===== src/rtl/main_memory_responder.sv =====
// Memory-side responder for cache miss/refill: a block read streams BLOCK_WORDS aligned words;
// a single-word write is acknowledged with one beat that echoes the written word.
// Latency: the first response beat is registered LATENCY+1 edges after the accept edge.
//   Read beats follow back to back, and the next accept can happen on the cycle after the last beat.
// Backpressure: req_ready is high only in IDLE, and a request seen while busy is not queued.
//   Responses cannot be stalled.
// Ports:
//   clk, Reset (synchronous, active-high)
//   req_valid/req_ready/req_write/req_addr/req_wdata: request handshake and payload
//   rsp_valid/rsp_data/rsp_index/rsp_last: response beats; all fields are 0 when rsp_valid=0
//   busy: the block is not idle
module main_memory_responder #(
  parameter int ADDR_W      = 8,
  parameter int DATA_W      = 8,
  parameter int BLOCK_WORDS = 4,
  parameter int LATENCY     = 3,
  localparam int IDX_W      = (BLOCK_WORDS > 1) ? $clog2(BLOCK_WORDS) : 1
) (
  input  logic              clk,
  input  logic              Reset,
  input  logic              req_valid,
  output logic              req_ready,
  input  logic              req_write,
  input  logic [ADDR_W-1:0] req_addr,
  input  logic [DATA_W-1:0] req_wdata,
  output logic              rsp_valid,
  output logic [DATA_W-1:0] rsp_data,
  output logic [IDX_W-1:0]  rsp_index,
  output logic              rsp_last,
  output logic              busy
);

  localparam int DEPTH = 1 << ADDR_W;
  localparam int CNT_W = $clog2(LATENCY + 1) + 1;
  localparam logic [ADDR_W-1:0] OFF_MASK = ADDR_W'(BLOCK_WORDS - 1);
  localparam logic [IDX_W-1:0]  LAST_IDX = IDX_W'(BLOCK_WORDS - 1);
  localparam logic [CNT_W-1:0]  LAT_CNT  = CNT_W'(LATENCY);

  typedef enum logic [1:0] {IDLE, WAIT, BURST, WACK} state_t;

  state_t              state_q, state_d;
  logic [DATA_W-1:0]   mem [DEPTH];
  logic                wr_q;
  logic [ADDR_W-1:0]   base_q;
  logic [DATA_W-1:0]   wdata_q;
  logic [CNT_W-1:0]    cnt_q;
  logic [IDX_W-1:0]    beat_q;
  logic                accept;

  // Next values of the registered response outputs.
  logic [IDX_W-1:0]    beat_d;
  logic                valid_d;
  logic [DATA_W-1:0]   data_d;
  logic [IDX_W-1:0]    index_d;
  logic                last_d;

  assign accept = req_valid & req_ready;

  // Array: reset reloads the identity pattern. Writes commit at the accept edge,
  // so a read that follows already sees the new data.
  always_ff @(posedge clk) begin
    if (Reset) begin
      for (int i = 0; i < DEPTH; i++) mem[i] <= DATA_W'(i);
    end else if (accept && req_write) begin
      mem[req_addr] <= req_wdata;
    end
  end

  // State register, request latches, and registered outputs.
  always_ff @(posedge clk) begin
    if (Reset) begin
      state_q   <= IDLE;
      wr_q      <= 1'b0;
      base_q    <= '0;
      wdata_q   <= '0;
      cnt_q     <= '0;
      beat_q    <= '0;
      req_ready <= 1'b0;
      busy      <= 1'b0;
      rsp_valid <= 1'b0;
      rsp_data  <= '0;
      rsp_index <= '0;
      rsp_last  <= 1'b0;
    end else begin
      state_q   <= state_d;
      req_ready <= (state_d == IDLE);
      busy      <= (state_d != IDLE);
      beat_q    <= beat_d;
      rsp_valid <= valid_d;
      rsp_data  <= data_d;
      rsp_index <= index_d;
      rsp_last  <= last_d;
      cnt_q     <= (state_q == WAIT) ? cnt_q + CNT_W'(1) : '0;
      if (accept) begin
        wr_q    <= req_write;
        base_q  <= req_write ? req_addr : (req_addr & ~OFF_MASK);
        wdata_q <= req_wdata;
      end
    end
  end

  // WAIT counts 0..LATENCY (LATENCY+1 cycles). Because the outputs are registered
  // from the next state, the first beat becomes visible LATENCY+1 edges after accept.
  always_comb begin
    state_d = state_q;
    case (state_q)
      IDLE:    if (accept) state_d = WAIT;
      WAIT:    if (cnt_q == LAT_CNT) state_d = wr_q ? WACK : BURST;
      BURST:   if (beat_q == LAST_IDX) state_d = IDLE;
      WACK:    state_d = IDLE;
      default: state_d = IDLE;
    endcase
  end

  // beat_q holds the index of the beat currently on the outputs.
  always_comb begin
    beat_d  = (state_q == BURST) ? beat_q + IDX_W'(1) : '0;
    valid_d = 1'b0;
    data_d  = '0;
    index_d = '0;
    last_d  = 1'b0;
    case (state_d)
      BURST: begin
        valid_d = 1'b1;
        // The base is aligned, so the sum never crosses the top of the array.
        data_d  = mem[base_q + ADDR_W'(beat_d)];
        index_d = beat_d;
        last_d  = (beat_d == LAST_IDX);
      end
      WACK: begin
        valid_d = 1'b1;
        data_d  = wdata_q;
        last_d  = 1'b1;
      end
      default: ;
    endcase
  end

endmodule


===== config.mk =====
export PLATFORM = sky130hd
export DESIGN_NAME = main_memory_responder
export DESIGN_NICKNAME = d
export VERILOG_FILES = /design/src/rtl/main_memory_responder.sv
export SDC_FILE = /design/constraint.sdc
export NUM_CORES = 2
export LEC_CHECK = 0
export ABC_AREA = 1
export BUFFER_PORTS_ARGS = -buffer_cell sky130_fd_sc_hd__clkbuf_2
export CAP_MARGIN = 25
export CORE_MARGIN = 2
export CORE_UTILIZATION = 45
export CTS_BUF_LIST = sky130_fd_sc_hd__clkbuf_4
export DETAILED_ROUTE_END_ITERATION = 6
export GPL_ROUTABILITY_DRIVEN = 0
export HOLD_SLACK_MARGIN = 0.1
export SKIP_LAST_GASP = 1
export SLEW_MARGIN = 25
export SYNTH_ARGS = -nofsm -noshare
export SYNTH_HDL_FRONTEND = slang
export SYNTH_SLANG_ARGS = --single-unit

===== constraint.sdc =====
create_clock -name clk -period 2.85 [get_ports clk]
set_input_delay 0.285 -clock clk [delete_from_list [all_inputs] [get_ports clk]]
set_output_delay 0.285 -clock clk [all_outputs]
set_load 0.02 [all_outputs]

==> impl_metrics.toml <==
[run_status]
outcome = "complete, but fails checks"
violations = "design-rule violations, negative setup slack"

[timing]
timing.final.ws_setup_ns = -0.251
skew_ns = 0.0795
setup_violations = 8
worst_slew_pin_slew_ns = 1.02
relSlewSlack = 0.321
fmax_ghz = 0.322
period_share = 1.09
report.final.slew_viol_count = 0
min_period_ns = 3.10
rsz0062_at_grt = "yes"
hold_viol = 0

[worst_setup_path]
reg2reg_setup_slack_ns = -0.25
r2r-end = "rsp_data[3]"
path_max_fanout = 8
cp.arrival_ns = 4.44
r2r-start = "beat_q[0]"
crit_type = "reg2reg"
cp_data_required_time_ns = 4.19
end_kind = "flip-flop"
reg2reg_depth = 20
start_kind = "flip-flop"

[detailed_routing]
drcViolationCount = 3
first_pass_iters = 7
wl_per_cell_um = 22.7
wl_met1_um = 125000
via_count = 79300
ant_nets = 0
post_drt_via_cell_ratio = 5.58
wl_met2_um = 148000
top_layer = "met4"
wl_met3_um = 35500
routed_wl_um = 323000
drtIter0Drc = 10400

[synthesis]
synthXorXnorAreaFrac = 0.000544
yosys_warnings = 0
syn_area_per_cell_um2 = 9.36
synth-simple-area-share = 0.274
synth_top_family_by_area = "simple AND/OR/NAND/NOR gates"
synth_compound_area_frac = 0.0283
synth.cell_area_um2 = 96600
synth_nets = 10300
syn_inst = 10300
synth_fa_ha_area_frac = 0.000648
ys_seq_elements = 2086
ys_types = 34
ys_seq_area_frac = 0.644
synth_mux_area_frac = 0

[cells_and_area]
most-common-layout-cells = "nand2_1 (3,368), edfxtp_1 (2,048), nor2_1 (1,814)"
drive_gt1_frac = 0.185
layout_commonest_cell = "nand2_1"
syn2layout_area_growth_pct = 19.6
final_util = 0.540
fillerInstances = 19300
nNetsFinal = 11000

[floorplanning]
dieWidth_um = 467
die_h_um = 467
core_area_um2 = 214000
die_area_um2 = 218000
pin_count = 34
rows = 170
initial_core_util = 0.451

[power]
internal_power_mw = 50.1
switching_share = 0.258
p_switching_mw = 17.4
ir_worst_vdd_uv = 519
pwr-share-clk = 0.399
p_seq_frac = 0.508
finalPower_mw = 67.5
p_leak_nw = 42.7
power.density_nw_per_um2 = 584
comb_power_share = 0.093

[cts]
cts-root-buf = "clkbuf_4"
cts_max_path_buffers = 4
clock_sinks = 2086
cts_buffers = 571
cts_max_level = 6
path_clk_slew_ns = 0.07
clock_latency_ns = 1.41
cts_tree = "yes"

[worst_hold_path]
hp-start = "req_addr[1]"
hold_path_depth = 8
holdCritPathClass = "in2reg"
hold-path-endpoint = "mem[161][5]"

[job]
cap_violations = 0

[grt]
grt_use_total = 0.287
grt_max_degree = 118
grt_overflow = 0
grt_pass1_vias = 77000
grt_pass1_wl_um = 471000
antenna_found_initial = 13

[placement]
dp_hpwl_um = 196000
port_buffers = 33
## synth_stat cells
cell type,number,area [um2]
inv_2,5,18.8
a21oi_1,23,115
xor2_4,1,27.5
nand2_4,2,22.5
xor2_2,1,16.3
o21ai_0,386,1930
nand3_2,2,20.0
buf_4,50,375
buf_6,55,619
dfxtp_1,38,761
nand2_2,2,12.5
nand3_1,1310,6560
nor2_4,1,11.3
o32ai_1,1,8.76
clkbuf_1,397,1490
o21ai_2,1,8.76
inv_1,338,1270
a21oi_2,1,8.76
o22ai_1,84,526
edfxtp_1,2048,61500
ha_1,5,62.6
nand4_2,1,12.5
inv_6,1,8.76
xor2_1,1,8.76
buf_8,2,30.0
buf_12,1,20.0
nor2_1,1824,6850
nand2_1,3446,12900
nor3_1,5,25.0
nor2_2,1,6.26
buf_1,45,169
buf_2,202,1010
clkinv_1,10,37.5
o21ai_1,28,140
## flip-flops by register name, summed over array words and instances, names as in the netlist
signal and flops:
rsp_last 1, rsp_data 8, mem 2048, req_ready 1, rsp_valid 1, state_q 2, rsp_index 2, busy 1
base_q 8, wdata_q 8, cnt_q 3, beat_q 2, wr_q 1
## metal layers
| layer | track usage | vias up |
|---|---|---|
| met5 | 0 | - |
| met4 | 0.128 | 0 |
| met3 | 0.0576 | 741 |
| met2 | 0.452 | 4528 |
| met1 | 0.385 | 38000 |
| li1 | - | 36000 |
## power by group through the flow
stage	logic [mW]	clock network [mW]	registers, mW
2_1_floorplan	2.93	0	34.9
5_1_grt	6.60	28.8	34.4
6_report	6.28	26.9	34.3
3_5_place_dp	5.30	0	35.0
3_3_place_gp	5.26	0	35.0
4_1_cts	5.85	27.2	34.3
## final cells by class
| cell class | instances | area, um2 | area share |
|---|---|---|---|
| clock inverter | 118 | 753 | 0.00652 |
| timing repair buffer | 854 | 9630 | 0.0833 |
| sequential | 2086 | 62300 | 0.539 |
| tap | 2838 | 3550 | 0.0307 |
| inverter | 354 | 1450 | 0.0126 |
| multi-input combinational | 7126 | 31600 | 0.274 |
| clock buffer | 826 | 6200 | 0.0537 |
| antenna | 10 | 25.0 | 0.000217 |
| timing repair inverter | 2 | 36.3 | 0.000314 |
## per-stage QoR
step | cells | setup TNS [ns] | hold WS (ns) | setup WS, ns | area (um2)
2_1_floorplan | 10300 | 0 | 0.399 | 0.110 | 96600
3_3_place_gp | 13100 | -5.96 | 0.409 | -0.826 | 104000
3_5_place_dp | 13100 | -5.86 | 0.420 | -0.829 | 104000
4_1_cts | 14200 | -1.92 | 0.116 | -0.253 | 114000
5_1_grt | 14200 | -2.52 | 0.190 | -0.333 | 116000
6_report | 14200 | -1.84 | 0.247 | -0.251 | 116000
## repair_timing
action	4_1_cts	5_1_grt
pin swaps	62	179
buffers inserted	31	16
hold endpoints to repair	3641	0
resized for setup	270	367
hold buffers	53	0
endpoints found under the setup margin	29	377
cloned	23	17
## worst max-delay path by stage
stage	to	start	depth (start not counted)	slack, ns
2_1_floorplan	rsp_data[6]	beat_q[0]	20	0.11
3_3_place_gp	rsp_data[5]	beat_q[0]	20	-0.83
3_5_place_dp	rsp_data[5]	beat_q[0]	20	-0.83
4_1_cts	rsp_data[1]	beat_q[0]	21	-0.25
5_1_grt	rsp_data[3]	beat_q[0]	23	-0.33
6_report	rsp_data[3]	beat_q[0]	20	-0.25
## critical path, cell delays in order, from the launching register on
cell     delay (ns)
dfxtp_2        0.34
ha_4           0.30
nand4_4        0.08
nand2_2        0.10
inv_2          0.04
ha_4           0.30
buf_12         0.17
buf_16         0.17
buf_12         0.13
buf_12         0.14
buf_12         0.12
o21ai_0        0.08
o22ai_1        0.16
nand2_1        0.07
nand3_1        0.15
nand3_2        0.12
nand3_4        0.13
nand3_4        0.11
nand3_2        0.08
nand3_1        0.08
a21oi_1        0.16
## kinds of logic (layout without fill, tap and decap cells)
group	Yosys count	in the layout
buf+inv	1106	2154
other cells	0	10
compound gates	524	524
simple gates	6594	6594
flops	2086	2086
fa+ha+maj	5	5
xor+xnor	3	3
No activity file was read; power rests on OpenSTA's default activity.
